==> src/rtl/mdu_seq.sv <==
// Sequential multiply/divide unit: shift-add multiply, restoring divide, MTHI/MTLO,
// owns HI/LO and stalls the PC until a multi-cycle result is committed.
module mdu_seq #(
    parameter int WIDTH    = 32,
    parameter int MUL_STEP = 1
) (
    input  logic             clk,
    input  logic             rst,
    input  logic             start,
    input  logic [2:0]       mduc,
    input  logic [WIDTH-1:0] a,
    input  logic [WIDTH-1:0] b,
    input  logic             cancel,
    output logic [WIDTH-1:0] hi,
    output logic [WIDTH-1:0] lo,
    output logic             busy,
    output logic             done,
    output logic             pc_ena
);

    localparam int CNT_W = $clog2(WIDTH + 1);
    localparam logic [CNT_W-1:0] K_MUL   = CNT_W'(WIDTH / MUL_STEP);
    localparam logic [CNT_W-1:0] K_DIV   = CNT_W'(WIDTH);
    localparam logic [CNT_W-1:0] CNT_ONE = CNT_W'(1);

    typedef enum logic [1:0] {
        S_IDLE = 2'd0,
        S_ITER = 2'd1,
        S_FIX  = 2'd2,
        S_DONE = 2'd3
    } state_t;

    state_t state_r, state_nxt_s;

    logic [2*WIDTH-1:0]    acc_r;
    logic [WIDTH:0]        rem_r;
    logic [WIDTH-1:0]      mag_r;
    logic [WIDTH-1:0]      a_r;
    logic                  sa_r, sb_r, div_r;
    logic [CNT_W-1:0]      cnt_r;
    logic [WIDTH-1:0]      hi_r, lo_r;
    logic                  busy_r, done_r;

    logic                  op_mul_s, op_div_s, op_md_s, op_signed_s, accept_s;
    logic                  a_neg_s, b_neg_s;
    logic [WIDTH-1:0]      a_mag_s, b_mag_s;
    logic [WIDTH+MUL_STEP-1:0] mcand_ext_s, psum_s, upper_s;
    logic [2*WIDTH-1:0]    mul_acc_nxt_s, div_acc_nxt_s, prod_s;
    logic [WIDTH+1:0]      div_trial_s, div_diff_s;
    logic [WIDTH:0]        rem_nxt_s;
    logic                  quo_bit_s;
    logic [WIDTH-1:0]      quo_s, rem_s, fix_hi_s, fix_lo_s;

    assign hi   = hi_r;
    assign lo   = lo_r;
    assign busy = busy_r;
    assign done = done_r;

    // Opcode decode and operand magnitude/sign extraction
    always_comb begin
        op_mul_s    = (mduc == 3'b001) || (mduc == 3'b010);
        op_div_s    = (mduc == 3'b011) || (mduc == 3'b100);
        op_md_s     = op_mul_s || op_div_s;
        op_signed_s = (mduc == 3'b001) || (mduc == 3'b011);
        accept_s    = (state_r == S_IDLE) && start && !cancel;
        a_neg_s     = op_signed_s && a[WIDTH-1];
        b_neg_s     = op_signed_s && b[WIDTH-1];
        a_mag_s     = a_neg_s ? -a : a;
        b_mag_s     = b_neg_s ? -b : b;
    end

    // Next-state logic; cancel aborts only the multi-cycle states
    always_comb begin
        state_nxt_s = state_r;
        case (state_r)
            S_IDLE: begin
                if (accept_s && op_md_s) begin
                    state_nxt_s = S_ITER;
                end else begin
                    state_nxt_s = S_IDLE;
                end
            end
            S_ITER: begin
                if (cancel) begin
                    state_nxt_s = S_IDLE;
                end else if (cnt_r == CNT_ONE) begin
                    state_nxt_s = S_FIX;
                end else begin
                    state_nxt_s = S_ITER;
                end
            end
            S_FIX: begin
                if (cancel) begin
                    state_nxt_s = S_IDLE;
                end else begin
                    state_nxt_s = S_DONE;
                end
            end
            S_DONE:  state_nxt_s = S_IDLE;
            default: state_nxt_s = S_IDLE;
        endcase
    end

    // PC write enable: stall from acceptance through FIX
    always_comb begin
        pc_ena = 1'b1;
        if (!rst) begin
            pc_ena = 1'b1;
        end else if ((state_r == S_ITER) || (state_r == S_FIX)) begin
            pc_ena = 1'b0;
        end else if (accept_s && op_md_s) begin
            pc_ena = 1'b0;
        end else begin
            pc_ena = 1'b1;
        end
    end

    // Iteration datapath: MUL_STEP partial products or one restoring divide step
    always_comb begin
        mcand_ext_s = {{MUL_STEP{1'b0}}, mag_r};
        psum_s      = {(WIDTH+MUL_STEP){1'b0}};
        for (int j = 0; j < MUL_STEP; j++) begin
            psum_s = psum_s + (acc_r[j] ? (mcand_ext_s << j) : {(WIDTH+MUL_STEP){1'b0}});
        end
        upper_s       = {{MUL_STEP{1'b0}}, acc_r[2*WIDTH-1:WIDTH]} + psum_s;
        mul_acc_nxt_s = {upper_s, acc_r[WIDTH-1:MUL_STEP]};

        // The trial remainder carries an extra bit so an all-ones dividend cannot overflow
        div_trial_s = {rem_r, acc_r[WIDTH-1]};
        div_diff_s  = div_trial_s - {2'b00, mag_r};
        if (!div_diff_s[WIDTH+1]) begin
            rem_nxt_s = div_diff_s[WIDTH:0];
            quo_bit_s = 1'b1;
        end else begin
            rem_nxt_s = div_trial_s[WIDTH:0];
            quo_bit_s = 1'b0;
        end
        div_acc_nxt_s = {acc_r[2*WIDTH-1:WIDTH], acc_r[WIDTH-2:0], quo_bit_s};
    end

    // Sign fix-up and divide-by-zero override for the committed result
    always_comb begin
        prod_s = (sa_r ^ sb_r) ? -acc_r : acc_r;
        quo_s  = (sa_r ^ sb_r) ? -acc_r[WIDTH-1:0] : acc_r[WIDTH-1:0];
        rem_s  = sa_r ? -rem_r[WIDTH-1:0] : rem_r[WIDTH-1:0];
        if (div_r) begin
            if (mag_r == {WIDTH{1'b0}}) begin
                fix_hi_s = a_r;
                fix_lo_s = {WIDTH{1'b1}};
            end else begin
                fix_hi_s = rem_s;
                fix_lo_s = quo_s;
            end
        end else begin
            fix_hi_s = prod_s[2*WIDTH-1:WIDTH];
            fix_lo_s = prod_s[WIDTH-1:0];
        end
    end

    // State, busy and done registers
    always_ff @(posedge clk) begin
        if (!rst) begin
            state_r <= S_IDLE;
            busy_r  <= 1'b0;
            done_r  <= 1'b0;
        end else begin
            state_r <= state_nxt_s;
            busy_r  <= (state_nxt_s == S_ITER) || (state_nxt_s == S_FIX);
            done_r  <= (state_nxt_s == S_DONE);
        end
    end

    // Operand latch, iteration registers and HI/LO
    always_ff @(posedge clk) begin
        if (!rst) begin
            acc_r <= {(2*WIDTH){1'b0}};
            rem_r <= {(WIDTH+1){1'b0}};
            mag_r <= {WIDTH{1'b0}};
            a_r   <= {WIDTH{1'b0}};
            sa_r  <= 1'b0;
            sb_r  <= 1'b0;
            div_r <= 1'b0;
            cnt_r <= {CNT_W{1'b0}};
            hi_r  <= {WIDTH{1'b0}};
            lo_r  <= {WIDTH{1'b0}};
        end else begin
            case (state_r)
                S_IDLE: begin
                    if (accept_s && op_md_s) begin
                        acc_r <= {{WIDTH{1'b0}}, (op_div_s ? a_mag_s : b_mag_s)};
                        mag_r <= op_div_s ? b_mag_s : a_mag_s;
                        rem_r <= {(WIDTH+1){1'b0}};
                        a_r   <= a;
                        sa_r  <= a_neg_s;
                        sb_r  <= b_neg_s;
                        div_r <= op_div_s;
                        cnt_r <= op_div_s ? K_DIV : K_MUL;
                    end else if (accept_s && (mduc == 3'b101)) begin
                        hi_r <= a;
                    end else if (accept_s && (mduc == 3'b110)) begin
                        lo_r <= a;
                    end
                end
                S_ITER: begin
                    if (!cancel) begin
                        cnt_r <= cnt_r - CNT_ONE;
                        if (div_r) begin
                            acc_r <= div_acc_nxt_s;
                            rem_r <= rem_nxt_s;
                        end else begin
                            acc_r <= mul_acc_nxt_s;
                        end
                    end
                end
                S_FIX: begin
                    if (!cancel) begin
                        hi_r <= fix_hi_s;
                        lo_r <= fix_lo_s;
                    end
                end
                default: ;
            endcase
        end
    end

endmodule

==> config.mk <==
export PLATFORM = sky130hd
export DESIGN_NAME = mdu_seq
export DESIGN_NICKNAME = d
export VERILOG_FILES = /design/src/rtl/mdu_seq.sv
export SDC_FILE = /design/constraint.sdc
export NUM_CORES = 1
export LEC_CHECK = 0
export ABC_AREA = 0
export ABC_CLOCK_PERIOD_IN_PS = 4200
export BUFFER_PORTS_ARGS = -buffer_cell sky130_fd_sc_hd__buf_2
export CAP_MARGIN = 25
export CORE_MARGIN = 3
export CORE_UTILIZATION = 40
export DETAILED_ROUTE_END_ITERATION = 8
export GPL_ROUTABILITY_DRIVEN = 0
export HOLD_SLACK_MARGIN = 0.15
export SYNTH_ARGS = -nofsm -noshare
export SYNTH_HDL_FRONTEND = slang
export SYNTH_SLANG_ARGS = --single-unit
==> constraint.sdc <==
create_clock -name clk -period 4.2 [get_ports clk]
set_clock_uncertainty 0.05 [all_clocks]
set_input_delay 0.42 -clock clk [delete_from_list [all_inputs] [get_ports clk]]
set_output_delay 0.42 -clock clk [all_outputs]
set_load 0.02 [all_outputs]
# ---- Yosys cells after proc, flatten, opt, wreduce, memory -nomap -nowiden
# Cells that the tools add are included.
dict set report word_totals {
  inputBits 71
  output_inout_bits 67
  romBits 0
  memories 0
  regBits 238
  word_cells 111
  latchBits 0
  ram_bits 0
}
dict set report classes {
  mux 42
  n_eq_ne 22
  bitwise_logic 1
  reduce_logical 24
  addsub 8
  div 0
  order_cmp 0
  multipliers 0
  shifts 0
}
# op n
set ops {}
lappend ops {{32-bit two-way mux} 18}
lappend ops {{64-bit two-way mux} 4}
lappend ops {{33-bit two-way mux} 4}
lappend ops {{32-bit negation} 4}
lappend ops {{32-bit case mux with 2 select lines} 2}
lappend ops {{64-bit case mux with 2 select lines} 1}
lappend ops {{33-bit case mux with 2 select lines} 1}
lappend ops {{64-bit negation} 1}
lappend ops {{34-bit by 32-bit subtractor with 34-bit output} 1}
lappend ops {{32-bit by 32-bit adder with 33-bit output} 1}
lappend ops {{32-bit logical NOT} 1}
lappend ops {{6-bit two-way mux} 2}
lappend ops {{2-bit != test (second input constant)} 6}
lappend ops {{6-bit case mux with 2 select lines} 1}
lappend ops {{4-bit AND reduction} 3}
lappend ops {{3-bit equality test (second input constant)} 3}
lappend ops {{2-bit equality test (second input constant)} 4}
lappend ops {{2-bit case mux with 4 select lines} 1}
lappend ops {{1-bit logical AND} 7}
lappend ops {{3-bit by 2-bit equality test with 1-bit output (second input constant)} 2}
lappend ops {{6-bit by 1-bit equality test with 1-bit output (second input constant)} 1}
lappend ops {{1-bit logical OR} 6}
lappend ops {{2-bit two-way mux} 3}
lappend ops {{2-bit by 1-bit != test with 1-bit output (second input constant)} 3}
lappend ops {{11 further kinds} 17}

# ---- Logic depth before layout (Yosys ltp)
dict set report logic_depth {
  depth_word 8
  depth_mapped 14
  depth_no_buf 13
}

# ---- Least setup slack after synthesis
# No wires, ideal clock.
dict set report synth_path {
  path_kind {flip-flop to flip-flop}
  startpoint {reg mag_r[24]}
  endpoint {reg rem_r[8]}
  path_stages_with_launch 13
  n_path_buf 2
  setup_time_ns 0.128
  period_less_slack_ns 3.080
  t_arrival_ns 2.902
  setup_slack_ns 1.120
  required_time_ns 4.022
  path_cell_list {dfxtp_1 -> inv_1 -> ha_1 -> clkbuf_1 -> a21oi_1 -> o21ai_0 -> a2111oi_0 -> a22oi_1 -> a41oi_1 -> xor2_1 -> buf_2 -> mux2i_1 -> o21ai_0}
}
dict set report synth_via {
  elab_chain_cells 5
}
# item line
set synth_rtl {}
lappend synth_rtl {{start, declared} 37} ;# logic [WIDTH-1:0] mag_r;
lappend synth_rtl {{start signal, assigned} 178} ;# mag_r <= {WIDTH{1'b0}};
lappend synth_rtl {{start signal, assigned} 191} ;# mag_r <= op_div_s ? b_mag_s : a_mag_s;
lappend synth_rtl {{34-bit by 32-bit subtractor with 34-bit output} 130} ;# div_diff_s = div_trial_s - {2'b00, mag_r};
lappend synth_rtl {{33-bit two-way mux} 131} ;# if (!div_diff_s[WIDTH+1]) begin
lappend synth_rtl {{33-bit two-way mux} 207} ;# if (div_r) begin
lappend synth_rtl {{33-bit two-way mux} 205} ;# if (!cancel) begin
lappend synth_rtl {{33-bit case mux with 2 select lines} 187} ;# case (state_r)
lappend synth_rtl {{end signal, assigned} 177} ;# rem_r <= {(WIDTH+1){1'b0}};
lappend synth_rtl {{end signal, assigned} 192} ;# rem_r <= {(WIDTH+1){1'b0}};
lappend synth_rtl {{end signal, assigned} 209} ;# rem_r <= rem_nxt_s;
lappend synth_rtl {{end, declared} 36} ;# logic [WIDTH:0] rem_r;
# Every way passes these cells. The select of a mux whose other input is x is not followed.
# A chain may end at the register's enable or synchronous reset.

# ---- Final worst setup path
dict set report layout_path {
  startpoint {reg acc_r[0]}
  endpoint {reg acc_r[60]}
}
dict set report layout_via {
  elab_chain_cells 5
}
# item line
set layout_rtl {}
lappend layout_rtl {{start, declared} 35} ;# logic [2*WIDTH-1:0] acc_r;
lappend layout_rtl {{start signal, assigned} 176} ;# acc_r <= {(2*WIDTH){1'b0}};
lappend layout_rtl {{start signal, assigned} 190} ;# acc_r <= {{WIDTH{1'b0}}, (op_div_s ? a_mag_s : b_mag_s)};
lappend layout_rtl {{start signal, assigned} 208} ;# acc_r <= div_acc_nxt_s;
lappend layout_rtl {{32-bit two-way mux} 123} ;# psum_s = psum_s + (acc_r[j] ? (mcand_ext_s << j) : {(WIDTH+MUL_STEP){1'b0}});
lappend layout_rtl {{32-bit by 32-bit adder with 33-bit output} 125} ;# upper_s = {{MUL_STEP{1'b0}}, acc_r[2*WIDTH-1:WIDTH]} + psum_s;
lappend layout_rtl {{64-bit two-way mux} 207}
lappend layout_rtl {{64-bit two-way mux} 205}
lappend layout_rtl {{64-bit case mux with 2 select lines} 187}
# Every way passes these cells. The select of a mux whose other input is x is not followed.

==> reports/metrics.csv <==
stage,metric,value,unit
floorplanning,Initial Util,0.408,
worst_hold_path,Hold EP,a_r[27],
setup_path,internal reg-to-reg setup slack,0.47,ns
grt,Overflow after GRT,0,
worst_hold_path,worst hold path class,input pin to flip-flop,
worst_hold_path,Hold Path Stages,3,
clock_network,Post CTS Setup Buffer Count,0,
setup_path,worst r2r src,acc_r[0],
job,MaxCap Viol Count,0,
setup_path,CP required,4.56,ns
power,power per cell area,323,nW/um2
power,Leak,0.00802,uW
final_layout,ANT cells,0,
final_layout,sequential cell area,4770,um2
final_layout,final net count,2653,
route,Vias,18959,
final_layout,footprint of the multi-input gates,12100,um2
clock_network,Clock Path Buffers,3,
placed_design,DP HPWL,52.3,mm
timing,max_slew headroom,0.310,
timing,fin crit period,3.73,ns
route,vias per inst,6.10,
setup_path,Critical Path End Type,flip-flop,
grt,vias in the first global route,17137,
route,DR iter-0 viols,2150,
timing,WHS,0.164,ns
yosys,Post-Syn Nets,2604,
final_layout,"commonest cells after routing, fill and taps aside","329 x nand2_1, 255 x a21oi_1, 245 x nor2_1",
setup_path,type of origin of the critical path,flip-flop,
clock_network,CTS H-tree depth,1,
grt,first-pass GRT wire length,103,mm
yosys,mapped cell area,17700,um2
timing,unrepaired setup endpoints after global routing,no,
setup_path,reg2reg end,acc_r[60],
timing,worst slew pin tran,1.03,ns
outcome,status,finished clean,
yosys,Mapped Avg Cell Area,7.22,um2
grt,GRT Util Overall,0.278,
clock_network,number of buffers created by CTS,27,
yosys,"Top FF cell, synth",dfxtp_1,
final_layout,share of layout cells above drive strength 1,0.108,
setup_path,R2R depth,13,
floorplanning,die height,217,um
clock_network,post_cts resized,0,
timing,fin crit share,0.888,
final_layout,"commonest non-fill, non-tap cell in the layout",nand2_1,
power,clock power share,0.409,
yosys,"Seq/Total Area, Yosys",0.269,
power,Power Internal,4370,uW
placed_design,Port-buffer cells,137,
yosys,number of library cell types mapped by synthesis,72,
setup_path,CP most frequent cell,o21ai_0,
floorplanning,Placeable Area,43500,um2
power,peak supply drop,0.000259,V
setup_path,critical-path cell list,"clkinv_1, buf_4, nor2_1, ha_1, a21oi_1, o21ai_0, a221o_1, a21o_1, a22oi_1, o21ai_0, o31a_1, xnor2_1, o21ai_0",
setup_path,Worst path max stage delay,0.46,ns
floorplanning,I/O pins,138,
final_layout,"Area growth, synth to finish",12.8,%
floorplanning,Rows,76,
timing,Setup TNS Final,0,ns
power,switch share,0.323,
floorplanning,die area,46900,um2
route,drc violations,0,
timing,f_max,268,MHz
setup_path,crit path kind,flip-flop to flip-flop,
clock_network,CTS tree,built,
route,final WL,68.0,mm
clock_network,root buffer cell,clkbuf_16,
power,Comb power frac,0.220,
route,Final ANT Viol Nets,0,
yosys,Post-synth EDFFs,0,
yosys,"FFs w/ async S/R, synth",0,
setup_path,CP Buf/Inv Count,2,
floorplanning,chip width,217,um
grt,largest net degree at the start of global routing,84,
clock_network,Clock transition at path regs,0.07,ns
timing,Final Hold Violating Endpoints,0,
route,DRT Pass-1 Iters,6,
clock_network,Worst-Skew Late Latency,0.57,ns
setup_path,Worst Path Max Fanout,29,
route,wire per inst,21.9,um
setup_path,"Arr. time, crit path",4.09,ns
grt,initial antenna violation count,1,
final_layout,fillcell total,4331,
worst_hold_path,Hold Crit Start,a[27],
yosys,Mapped Cells,2457,
yosys,#FFs+latches synth,238,
timing,Pins Over Slew Limit,0,
setup_path,"delay-heaviest family, CP",compound AO/OA/AOI/OAI gates,
setup_path,slowest CP cell,dfxtp_1,
timing,"Setup violations, final",0,
power,Reg power frac,0.371,
clock_network,clock sinks,238,
power,Sw Pwr,2090,uW
yosys,YS warnings,0,
-- cells by family after synthesis --
group | share of synthesized area
and+or+nand+nor | 0.215
AOI/OAI and AO/OA | 0.274
buffers and inverters | 0.0551
DFF | 0.269
xor gates and xnor gates | 0.100
adders and majority gates | 0.0545
muxes | 0.0333
-- per-layer routing --
metal / track usage / wire length (um) / vias to the layer above
met2: 0.415 / 28000 / 989
li1: - / - / 8917
met1: 0.396 / 30100 / 8924
met5: 0 / 0 / -
met3: 0.0606 / 7530 / 129
met4: 0.0908 / 2440 / 0
-- worst register-to-register path: stages (launching register included) --
cell,delay [ns]
dfxtp_1,0.46
clkinv_1,0.28
buf_4,0.30
nor2_1,0.15
ha_1,0.31
a21oi_1,0.29
o21ai_0,0.16
a221o_1,0.37
a21o_1,0.20
a22oi_1,0.28
o21ai_0,0.22
o31a_1,0.29
xnor2_1,0.12
o21ai_0,0.08
-- through the flow --
step / utilization / instance area (um2) / cells / total power (uW) / setup WS, ns
after floorplan: - / 17700 / 2457 / 3340 / 1.12
after global placement: 0.434 / 18900 / 3046 / 3800 / 0.587
after detailed placement: 0.434 / 18900 / 3046 / 3810 / 0.520
after CTS: 0.460 / 20000 / 3109 / 6440 / 0.509
after global routing: 0.460 / 20000 / 3110 / 6690 / 0.123
final: 0.460 / 20000 / 3110 / 6460 / 0.469
-- power by group through the flow --
stage	Clock, uW	Combinational (uW)	Sequential [uW]
after CTS	2670	1390	2390
after floorplan	0	930	2410
after detailed placement	0	1370	2440
after global routing	2750	1530	2400
after global placement	0	1360	2440
final	2640	1420	2400
-- cells in the mapped netlist, types with 19 or more instances --
library cell,number,share of area
nor4_1,25,0.0088
o221ai_1,26,0.013
o211ai_1,24,0.010
a31oi_1,46,0.016
nand2_1,329,0.070
a211oi_1,48,0.020
nor3_1,52,0.015
nor2_1,246,0.052
or3_1,19,0.0067
a21o_1,29,0.012
nand3_1,49,0.014
ha_1,74,0.052
dfxtp_1,238,0.27
xnor2_1,112,0.055
mux2i_1,41,0.023
inv_1,83,0.018
clkbuf_1,151,0.032
xor2_1,91,0.045
o31ai_1,26,0.011
a21oi_1,256,0.072
o21ai_0,203,0.057
-- sequential cells by signal, indices dropped and copies added, names as in the netlist --
register / count
a_r: 32
acc_r: 64
busy: 1
cnt_r: 6
div_r: 1
done: 1
hi: 32
lo: 32
mag_r: 32
rem_r: 33
sa_r: 1
sb_r: 1
state_r: 2
-- what timing repair did --
action	4_1_cts	5_1_grt
endpoints found under the hold margin	15	0
endpoints found under the setup margin	0	0
hold buffers	15	0
-- worst max-delay path by stage --
| stage | startpoint | end | cells past startpoint |
|---|---|---|---|
| 5_1_grt | acc_r[0] | acc_r[60] | 11 |
| 2_1_floorplan | mag_r[24] | rem_r[8] | 12 |
| 6_report | acc_r[0] | acc_r[60] | 13 |
| 3_5_place_dp | mag_r[24] | rem_r[13] | 12 |
| 3_3_place_gp | acc_r[31] | rem_r[32] | 13 |
| 4_1_cts | mag_r[24] | rem_r[15] | 12 |
-- cell type report --
cell class	instances	share of cell area
Tap cell	585	0.0366
Clock buffer	28	0.0345
Timing Repair Buffer	192	0.0580
Multi-Input combinational cell	1962	0.603
Clock inverter	20	0.0141
Inverter	85	0.0161
Sequential cell	238	0.238
Power figures use the tool's default switching activity.
